$ cat src/rtl/cent_trak_pkg.sv
// cent_trak_pkg: shared step encoding, Gray order and widths for the trackball decoder
package cent_trak_pkg;

    localparam int COUNT_W = 4;
    localparam int ERR_W   = 8;

    typedef enum logic [1:0] {
        STEP_NONE = 2'd0,
        STEP_POS  = 2'd1,
        STEP_NEG  = 2'd2
    } step_t;

    localparam logic [1:0] GRAY_SEQ [4] = '{2'b00, 2'b01, 2'b11, 2'b10};

    function automatic logic [1:0] gray_pos(input logic [1:0] ab);
        gray_pos = 2'd0;
        for (int i = 0; i < 4; i++)
            if (GRAY_SEQ[i] == ab) gray_pos = 2'(i);
    endfunction

endpackage

$ cat src/rtl/trak_axis.sv
// trak_axis: one trackball axis from raw quadrature/joystick pins to a wrapping 4-bit count
module trak_axis
    import cent_trak_pkg::*;
#(
    parameter int FILTER_CYCLES   = 4,
    parameter int EDGES_PER_COUNT = 2,
    parameter int JOY_RATE        = 24000
) (
    input  logic               clk_12mhz,
    input  logic               reset_n,
    input  logic               quad_a_i,
    input  logic               quad_b_i,
    input  logic               joy_pos_n,
    input  logic               joy_neg_n,
    input  logic               flip_i,
    output logic [COUNT_W-1:0] count_o,
    output logic               dir_o,
    output logic               err_o
);

    localparam int RATE_W = $clog2(JOY_RATE);
    localparam logic [3:0] FILT_LAST = 4'(FILTER_CYCLES - 1);
    localparam logic [4:0] PRIME_LAST = 5'(FILTER_CYCLES + 1);
    localparam logic signed [4:0] EPC = 5'(EDGES_PER_COUNT);

    logic [3:0]              sync1_q, sync2_q;
    logic [1:0]              filt_q, filt_d;
    logic [1:0][3:0]         fcnt_q, fcnt_d;
    logic [4:0]              prime_cnt_q, prime_cnt_d;
    logic                    primed_q, primed_d;
    logic [1:0]              prev_q, prev_d;
    step_t                   edge_q, edge_d;
    logic                    ill_q, ill_d;
    logic signed [4:0]       sub_q, sub_d;
    logic [RATE_W-1:0]       rate_q, rate_d;
    logic [COUNT_W-1:0]      count_q, count_d;
    logic                    dir_q, dir_d;
    logic [1:0]              quad_s, joy_s, diff;
    logic                    acc, stable, one_held, rate_hit, neg;
    logic signed [4:0]       inc, sub_sum;
    step_t                   qstep, jstep, step;

    // joystick pins are inverted ahead of the synchroniser so a reset value of 0 means released
    assign quad_s = sync2_q[3:2];
    assign joy_s  = sync2_q[1:0];

    // glitch filter, priming and Gray decode of prev against the filtered level
    always_comb begin
        filt_d = filt_q;
        fcnt_d = '0;
        acc    = 1'b0;
        for (int i = 0; i < 2; i++) begin
            if (quad_s[i] != filt_q[i]) begin
                fcnt_d[i] = (fcnt_q[i] == FILT_LAST) ? 4'd0 : fcnt_q[i] + 4'd1;
                filt_d[i] = (fcnt_q[i] == FILT_LAST) ? quad_s[i] : filt_q[i];
                acc       = acc | (fcnt_q[i] == FILT_LAST);
            end
        end
        stable      = (quad_s == filt_q);
        prime_cnt_d = (primed_q || !stable) ? 5'd0 : prime_cnt_q + 5'd1;
        primed_d    = primed_q | acc | (stable && prime_cnt_q == PRIME_LAST);
        prev_d      = primed_q ? filt_q : filt_d;
        diff        = gray_pos(filt_q) - gray_pos(prev_q);
        edge_d      = (!primed_q || diff == 2'd0 || diff == 2'd2) ? STEP_NONE :
                      (diff == 2'd1) ? STEP_POS : STEP_NEG;
        ill_d       = primed_q && diff == 2'd2;
    end

    // edge divider, joystick rate generator and the wrapping count
    always_comb begin
        inc      = (edge_q == STEP_POS) ? 5'sd1 : (edge_q == STEP_NEG) ? -5'sd1 : 5'sd0;
        sub_sum  = sub_q + inc;
        qstep    = (sub_sum == EPC) ? STEP_POS : (sub_sum == -EPC) ? STEP_NEG : STEP_NONE;
        sub_d    = (qstep != STEP_NONE) ? 5'sd0 : sub_sum;
        one_held = ^joy_s;
        rate_hit = one_held && rate_q == RATE_W'(JOY_RATE - 1);
        rate_d   = (!one_held || rate_hit) ? '0 : rate_q + RATE_W'(1);
        jstep    = !rate_hit ? STEP_NONE : joy_s[1] ? STEP_POS : STEP_NEG;
        step     = (qstep != STEP_NONE) ? qstep : jstep;
        neg      = (step == STEP_NEG) ^ flip_i;
        count_d  = (step == STEP_NONE) ? count_q :
                   neg ? count_q - COUNT_W'(1) : count_q + COUNT_W'(1);
        dir_d    = (step == STEP_NONE) ? dir_q : neg;
    end

    // state registers, all cleared by the asynchronous reset
    always_ff @(posedge clk_12mhz or negedge reset_n) begin
        if (!reset_n) begin
            sync1_q     <= '0;
            sync2_q     <= '0;
            filt_q      <= '0;
            fcnt_q      <= '0;
            prime_cnt_q <= '0;
            primed_q    <= 1'b0;
            prev_q      <= '0;
            edge_q      <= STEP_NONE;
            ill_q       <= 1'b0;
            sub_q       <= '0;
            rate_q      <= '0;
            count_q     <= '0;
            dir_q       <= 1'b0;
        end else begin
            sync1_q     <= {quad_a_i, quad_b_i, ~joy_pos_n, ~joy_neg_n};
            sync2_q     <= sync1_q;
            filt_q      <= filt_d;
            fcnt_q      <= fcnt_d;
            prime_cnt_q <= prime_cnt_d;
            primed_q    <= primed_d;
            prev_q      <= prev_d;
            edge_q      <= edge_d;
            ill_q       <= ill_d;
            sub_q       <= sub_d;
            rate_q      <= rate_d;
            count_q     <= count_d;
            dir_q       <= dir_d;
        end
    end

    assign count_o = count_q;
    assign dir_o   = dir_q;
    assign err_o   = ill_q;

endmodule

$ cat src/rtl/trakball_quad_decoder.sv
// trakball_quad_decoder: two trackball axes packed for trakball_i plus a shared error count
module trakball_quad_decoder
    import cent_trak_pkg::*;
#(
    parameter int FILTER_CYCLES   = 4,
    parameter int EDGES_PER_COUNT = 2,
    parameter int JOY_RATE        = 24000
) (
    input  logic             clk_12mhz,
    input  logic             reset_n,
    input  logic             quad_ha_i,
    input  logic             quad_hb_i,
    input  logic             quad_va_i,
    input  logic             quad_vb_i,
    input  logic             joy_left_n,
    input  logic             joy_right_n,
    input  logic             joy_up_n,
    input  logic             joy_down_n,
    input  logic             flip_i,
    output logic [7:0]       trakball_o,
    output logic             dir_h_o,
    output logic             dir_v_o,
    output logic [ERR_W-1:0] err_cnt_o
);

    logic [COUNT_W-1:0] cnt_h, cnt_v;
    logic               err_h, err_v;
    logic [ERR_W-1:0]   err_cnt_q, err_cnt_d;
    logic [ERR_W:0]     err_sum;

    trak_axis #(
        .FILTER_CYCLES(FILTER_CYCLES), .EDGES_PER_COUNT(EDGES_PER_COUNT), .JOY_RATE(JOY_RATE)
    ) u_h (
        .clk_12mhz(clk_12mhz), .reset_n(reset_n),
        .quad_a_i(quad_ha_i), .quad_b_i(quad_hb_i),
        .joy_pos_n(joy_right_n), .joy_neg_n(joy_left_n),
        .flip_i(flip_i), .count_o(cnt_h), .dir_o(dir_h_o), .err_o(err_h)
    );

    trak_axis #(
        .FILTER_CYCLES(FILTER_CYCLES), .EDGES_PER_COUNT(EDGES_PER_COUNT), .JOY_RATE(JOY_RATE)
    ) u_v (
        .clk_12mhz(clk_12mhz), .reset_n(reset_n),
        .quad_a_i(quad_va_i), .quad_b_i(quad_vb_i),
        .joy_pos_n(joy_up_n), .joy_neg_n(joy_down_n),
        .flip_i(flip_i), .count_o(cnt_v), .dir_o(dir_v_o), .err_o(err_v)
    );

    // both axes may report an illegal transition in the same cycle; saturate at all-ones
    always_comb begin
        err_sum   = {1'b0, err_cnt_q} + (ERR_W + 1)'(err_h) + (ERR_W + 1)'(err_v);
        err_cnt_d = err_sum[ERR_W] ? '1 : err_sum[ERR_W-1:0];
    end

    // error count register
    always_ff @(posedge clk_12mhz or negedge reset_n) begin
        if (!reset_n) err_cnt_q <= '0;
        else          err_cnt_q <= err_cnt_d;
    end

    assign trakball_o = {cnt_v, cnt_h};
    assign err_cnt_o  = err_cnt_q;

endmodule

$ cat config.mk
export PLATFORM = sky130hd
export DESIGN_NAME = trakball_quad_decoder
export DESIGN_NICKNAME = d
export VERILOG_FILES = /design/src/rtl/cent_trak_pkg.sv /design/src/rtl/trak_axis.sv /design/src/rtl/trakball_quad_decoder.sv
export SDC_FILE = /design/constraint.sdc
export NUM_CORES = 1
export LEC_CHECK = 0
export BUFFER_PORTS_ARGS = -buffer_cell sky130_fd_sc_hd__clkbuf_2
export CORE_MARGIN = 2
export CORE_UTILIZATION = 35
export DETAILED_ROUTE_END_ITERATION = 8
export GPL_ROUTABILITY_DRIVEN = 1
export SLEW_MARGIN = 30
export SYNTH_ARGS = -nofsm -noshare
export SYNTH_HDL_FRONTEND = slang
export SYNTH_HIERARCHICAL = 1
export SYNTH_SLANG_ARGS = --single-unit
$ cat constraint.sdc
create_clock -name clk_12mhz -period 3.1 [get_ports clk_12mhz]
set_input_delay 0.62 -clock clk_12mhz [delete_from_list [all_inputs] [get_ports clk_12mhz]]
set_output_delay 0.62 -clock clk_12mhz [all_outputs]
set_load 0.01 [all_outputs]
### Word-level counts from Yosys, hierarchy flattened

Index checks and enable logic that the tools add are counted.

| operators by class | value |
|---|---|
| add/subtract/negate cells | 18 |
| multipliers | 0 |
| divide/modulo/power cells | 0 |
| $lt $le $gt $ge | 0 |
| equal/unequal tests | 40 |
| shift operators | 0 |
| muxes and demuxes | 61 |
| bitwise operators | 12 |
| reduce and logical (&&, ||, !) cells | 28 |

Operator list:

| cell | count |
|---|---|
| 2-bit 2-to-1 mux | 24 |
| 4-bit 2-to-1 mux | 10 |
| 5-bit 2-to-1 mux | 8 |
| 15-bit by 1-bit adder with 15-bit output, second input constant | 2 |
| 15-bit equality test, second input constant | 2 |
| 15-bit 2-to-1 mux | 2 |
| 4-bit by 1-bit adder with 4-bit output, second input constant | 6 |
| 5-bit by 3-bit equality test with 1-bit output, second input constant | 4 |
| 2-bit equality test, first input constant | 8 |
| 4-bit by 2-bit equality test with 1-bit output, second input constant | 4 |
| 1-bit 2-to-1 mux | 16 |
| 2-bit equality test, second input constant | 6 |
| 5-bit by 1-bit adder with 5-bit output, second input constant | 2 |
| 5-bit adder | 2 |
| 5-bit by 2-bit equality test with 1-bit output, second input constant | 2 |
| 8-bit by 1-bit adder with 9-bit output | 1 |
| 9-bit by 1-bit adder with 9-bit output | 1 |
| 1-bit by 2-bit equality test with 1-bit output, first input constant | 4 |
| 2-bit by 1-bit equality test with 1-bit output, second input constant | 4 |
| 2-bit zero test | 4 |
| 1-bit logical OR | 8 |
| 8-bit 2-to-1 mux | 1 |
| 4-bit by 1-bit subtractor with 4-bit output, second input constant | 2 |
| 1-bit logical AND | 6 |
| 9 further kinds | 30 |

| word-level totals | value |
|---|---|
| register bits | 116 |
| latch bits | 0 |
| memory bits (writable) | 0 |
| memory bits (read-only) | 0 |
| bits of input ports | 11 |
| output and inout bits | 18 |
| logic and storage cells | 188 |
| memories kept | 0 |

### Longest topological paths before layout

| depth | value |
|---|---|
| word-level depth | 12 |
| depth in mapped cells | 17 |

### Hierarchy

The synthesis kept the hierarchy.

Modules (own cells, without submodules):

| module | instances | cells an instance | area an instance (um2) | seq. area each (um2) |
|---|---|---|---|---|
| trak_axis | 2 | 240 | 2640.0 | 1351.3 |
| trakball_quad_decoder | 1 | 35 | 385.4 | 200.2 |

### Worst setup path before layout

Ideal clock, no wire load.

| path | value |
|---|---|
| path type | reg2reg |
| start | register u_h.edge_q[0] |
| end | register u_h.count_q[3] (netlist: u_h/count_o[3]) |
| arrival time | 3.181 ns |
| path slack | -0.205 ns |
| cell stages (with the launch flop) | 18 |
| path buffers | 0 |
| clock period less this slack | 3.305 ns |
| path through | dfrtp_1 -> inv_1 -> ha_1 -> inv_1 -> ha_1 -> ha_1 -> and3b_1 -> a21oi_1 -> o32a_4 -> xor2_2 -> a31o_1 -> o211ai_2 -> ha_1 -> a21o_1 -> a21oi_1 -> a21boi_0 -> mux2i_1 -> xnor2_1 |

| on the way | value |
|---|---|
| longest elaborated chain between the ends | 12 |
| elaborated cells on any way between the ends | 15 |
| classes of those cells | 1 x add/sub; 5 x eq/ne; 6 x mux; 1 x bitwise; 2 x reduce/logical |

Ends and longest elaborated chain:

| element | line | text |
|---|---|---|
| from (decl) | trak_axis.sv:32 | `step_t edge_q, edge_d;` |
| from (signal assigned) | trak_axis.sv:110 | `edge_q <= edge_d;` |
| 2-bit equality test | trak_axis.sv:71 | `inc = (edge_q == STEP_POS) ? 5'sd1 : (edge_q == STEP_NEG) ? -5'sd1 : 5'sd0;` |
| 5-bit 2-to-1 mux | trak_axis.sv:71 |  |
| 5-bit 2-to-1 mux (*) | trak_axis.sv:71 |  |
| 5-bit adder (*) | trak_axis.sv:72 | `sub_sum = sub_q + inc;` |
| 5-bit by 2-bit equality test with 1-bit output | trak_axis.sv:73 | `qstep = (sub_sum == EPC) ? STEP_POS : (sub_sum == -EPC) ? STEP_NEG : STEP_NONE;` |
| 2-bit 2-to-1 mux | trak_axis.sv:73 |  |
| 2-bit 2-to-1 mux (*) | trak_axis.sv:73 |  |
| 2-bit nonzero test | trak_axis.sv:79 | `step = (qstep != STEP_NONE) ? qstep : jstep;` |
| 2-bit 2-to-1 mux (*) | trak_axis.sv:79 |  |
| 2-bit equality test (*) | trak_axis.sv:80 | `neg = (step == STEP_NEG) ^ flip_i;` |
| 1-bit XOR (*) | trak_axis.sv:80 |  |
| named net u_h.neg | trak_axis.sv:39 | `logic acc, stable, one_held, rate_hit, neg;` |
| 4-bit 2-to-1 mux (*) | trak_axis.sv:82 | `neg ? count_q - COUNT_W'(1) : count_q + COUNT_W'(1);` |
| to (signal assigned) | trak_axis.sv:114 | `count_q <= count_d;` |
| to (decl) | trak_axis.sv:36 | `logic [COUNT_W-1:0] count_q, count_d;` |

The timed path passes the listed nets; every way through them passes the cells marked *.
A chain may end at the register's enable or synchronous reset.

### Final worst setup path

| path | value |
|---|---|
| start | register u_v.edge_q[0] |
| end | register u_v.count_q[3] (netlist: u_v/count_o[3]) |

| on the way | value |
|---|---|
| longest elaborated chain between the ends | 12 |
| elaborated cells on any way between the ends | 15 |
| classes of those cells | 1 x add/sub; 5 x eq/ne; 6 x mux; 1 x bitwise; 2 x reduce/logical |

Ends and longest elaborated chain:

| element | line |
|---|---|
| from (decl) | trak_axis.sv:32 |
| from (signal assigned) | trak_axis.sv:110 |
| 2-bit equality test | trak_axis.sv:71 |
| 5-bit 2-to-1 mux | trak_axis.sv:71 |
| 5-bit 2-to-1 mux (*) | trak_axis.sv:71 |
| 5-bit adder (*) | trak_axis.sv:72 |
| 5-bit by 2-bit equality test with 1-bit output | trak_axis.sv:73 |
| 2-bit 2-to-1 mux | trak_axis.sv:73 |
| 2-bit 2-to-1 mux (*) | trak_axis.sv:73 |
| 2-bit nonzero test | trak_axis.sv:79 |
| 2-bit 2-to-1 mux (*) | trak_axis.sv:79 |
| 2-bit equality test (*) | trak_axis.sv:80 |
| 1-bit XOR (*) | trak_axis.sv:80 |
| named net u_v.neg | trak_axis.sv:39 |
| 4-bit 2-to-1 mux (*) | trak_axis.sv:82 |
| to (signal assigned) | trak_axis.sv:114 |
| to (decl) | trak_axis.sv:36 |

Marked as above.

==> metrics.cfg <==
[route]
avgRoutedWirePerCell_um = 12.3
dr.pass1.iters = 4
vias = 3849
drt-total-wl_um = 10000
final_antenna_net_count = 0
route.detailed.drc = 0
via_per_inst = 4.72
drt_iter0_drc = 148

[final_layout]
drive_gt1_frac = 0.242
fin_util = 0.453
antenna_cells = 0
nNetsFinal = 634
syn_to_final_growth_pct = 26.4
multi_input_area_mm2 = 0.00282
ff_latch_area_mm2 = 0.00290
layout.cells.non_filler = 815
num-fill-cells = 1448
fin_area_mm2 = 0.00716

[cts]
cts_hold_buf = 0
clk_pin_slew_ns = 0.05
cts_buffers = 17
cts_root_buffer = clkbuf_16
htree_levels = 4
insertion_delay_ns = 0.42
cts_max_path_buffers = 2
tritoncts = done
cts_sinks = 116

[yosys]
synthesis.nets = 562
post-synth-top-area-cell = dfrtp_1
synth_common_cells = dfrtp_1, nor2_1, ha_1
synth_warnings = 6
synthSimpleGateAreaFrac = 0.185
syn_area_per_cell_um2 = 11.0
synth_top_family_by_area = simple AND/OR/NAND/NOR gates
ys_ff_latch = 116
yosysMostFrequentCell = dfrtp_1
synth-adder-area-share = 0.0835
synth-seq-area-share = 0.512
netlist_area_mm2 = 0.00567
async_flop_share = 1.00
synth_area_leaders = dfrtp_1, ha_1, xnor2_1, xor2_1, nor2_1
synth.top_cell.area_share = 0.512
synth_edf_count = 0
synthXorXnorAreaFrac = 0.106
synth_cell_type_count = 46
synth_cells = 515
synth_compound_area_frac = 0.0678
synth_mux_area_frac = 0.0214
ys.flop_type = dfrtp_1

[power_and_ir_drop]
clockPowerShare = 0.304
p_int_mw = 4.87
switchingPower_mw = 2.35
p_leak_nw = 3.28
peakVddDrop_uv = 484
switching_share = 0.326
seqPwrFrac = 0.308
comb_power_share = 0.389
power.density_mw_per_mm2 = 1010

[place]
hpwl_um = 6870
dp_cells = 777
place_area_mm2 = 0.00631
gp_congestion = 0.782
io_buffers = 28

[timing]
rsz0062_at_grt = yes
clock_skew_ns = 0.0101
setup_violations = 4
relSlewSlack = 0.648
slew_violations = 0
fmax_ghz = 0.312
period_needed_ns = 3.20
setup_ws_ns = -0.102
hold_viol_final = 0
whs_ns = 0.107
max_slew.worst_pin.slew_ns = 0.525
fin_crit_sh = 1.03

[global_route]
grt_max_degree = 65
grt_first_pass_wirelength_um = 17800
gr-total-overflow = 0
grt.total_usage = 0.126
grt_pass1_vias = 3968
antenna_found_initial = 0

[floorplanning]
num_rows = 46
die-height_um = 131
core-area_mm2 = 0.0158
ios = 29
initial_utilization = 0.358
die_w_um = 131
fp.dieArea_mm2 = 0.0172

[setup_path]
ff2ff_setup_slack_ns = -0.10
cp_data_arrival_time_ns = 3.50
timing.rr.start = u_v/edge_q[0]
path_class = flop to flop
worstSetupStartpointType = flop
end_kind = flop
required_ns = 3.39
cp-startpoint = u_v/edge_q[0]
worst-path-max-fanout = 4

[outcome]
status = complete, but fails checks
violations = setup timing

[run]
max_cap_viol_count = 0

[min_path]
hp-class = primary input to asynchronous set/reset pin

## critical path: stages (launching register included)
cell      delay [ns]
dfrtp_1         0.37
inv_2           0.08
ha_4            0.21
inv_4           0.05
ha_4            0.14
ha_4            0.16
and3b_1         0.17
a21oi_2         0.04
o32a_4          0.35
xor2_2          0.16
buf_4           0.14
nand4_1         0.09
o211ai_2        0.11
ha_1            0.31
a21o_1          0.18
a21oi_2         0.13
a21boi_2        0.16
mux2i_1         0.09
xnor2_1         0.12
## flip-flops by register name, summed over array words and instances, names as in the netlist, 2 cells and up
register and count:
u_h/rate_q 15, u_v/fcnt_q 8, u_h/edge_q 2, u_h/sub_q 5
u_h/filt_q 2, u_v/prime_cnt_q 5, u_v/count_o 4, u_v/sync2_q 4
u_h/count_o 4, u_v/sub_q 5, u_h/fcnt_q 8, u_h/prime_cnt_q 5
u_v/filt_q 2, u_h/sync2_q 4, u_h/sync1_q 4, u_h/prev_q 2
u_v/edge_q 2, u_v/rate_q 15, err_cnt_o 8, u_v/prev_q 2
u_v/sync1_q 4
## power groups by stage
stage	Clock [mW]	Combinational, mW	Sequential, mW
final	2.19	2.80	2.22
after global routing	2.31	3.17	2.28
after CTS	2.24	2.67	2.21
after detailed placement	0	2.54	2.23
after global placement	0	2.44	2.21
after floorplan	0	1.78	2.21
## timing repair
| action | 4_1_cts | 5_1_grt |
|---|---|---|
| endpoints found under the setup margin | 5 | 6 |
| gates resized for setup | 16 | 17 |
| pin swaps | 9 | 12 |
| hold endpoints to repair | 0 | 0 |
| buffers inserted | 4 | 3 |
## path summary, 6_finish.rpt
path / to / cells after the start
max: u_v/count_o[3] / 18
min: u_h/fcnt_q[6] / 1
max reg2reg: u_v/count_o[3] / 18
min reg2reg: u_v/sync2_q[0] / 0
max in group asynchronous: u_v/rate_q[1] / 2
min in group clk_12mhz: u_v/sync1_q[3] / 1
## logic make-up (layout without fill, tap and decap cells)
family | after synthesis | count (layout)
compound gates | 58 | 58
xor+xnor | 65 | 65
fa+ha+maj | 36 | 36
buf+inv | 33 | 117
flops | 116 | 116
mux | 11 | 11
simple gates | 196 | 196
## metal layers
metal	track usage	vias to the layer above	share of wire
met1	0.150	1895	0.46
li1	-	1901	-
met3	0.0428	15	0.035
met5	0	-	0
met2	0.210	38	0.49
met4	0.0525	0	0.016
## through the flow
stage                     TNS (ns)  total power [mW]  setup WS, ns
after floorplan             -0.238              3.99        -0.119
after global routing         -1.12              7.77        -0.308
after detailed placement    -0.382              4.77        -0.173
final                       -0.253              7.21        -0.102
after global placement      -0.124              4.65       -0.0786
after CTS                   -0.311              7.13        -0.112
## placed cells by master, fill, tap and decap left out, types with 10 or more instances in the layout
master	count
dfrtp_1	116
clkbuf_2	27
nand4_1	10
nor2b_1	11
nand2_1	19
nor2_1	63
and3_1	10
nand3_1	23
ha_1	26
clkbuf_16	17
xnor2_1	29
xor2_1	28
buf_4	29
a21oi_1	22
inv_1	23
## cell type report
class | count | area share
Clock buffer | 23 | 0.0695
Sequential cell | 116 | 0.405
Timing Repair Buffer | 59 | 0.0552
Clock inverter | 8 | 0.0238
Tap cell | 216 | 0.0377
Inverter | 27 | 0.0145
Multi-Input combinational cell | 366 | 0.394
Note: power is estimated with default switching activity, not from simulation.
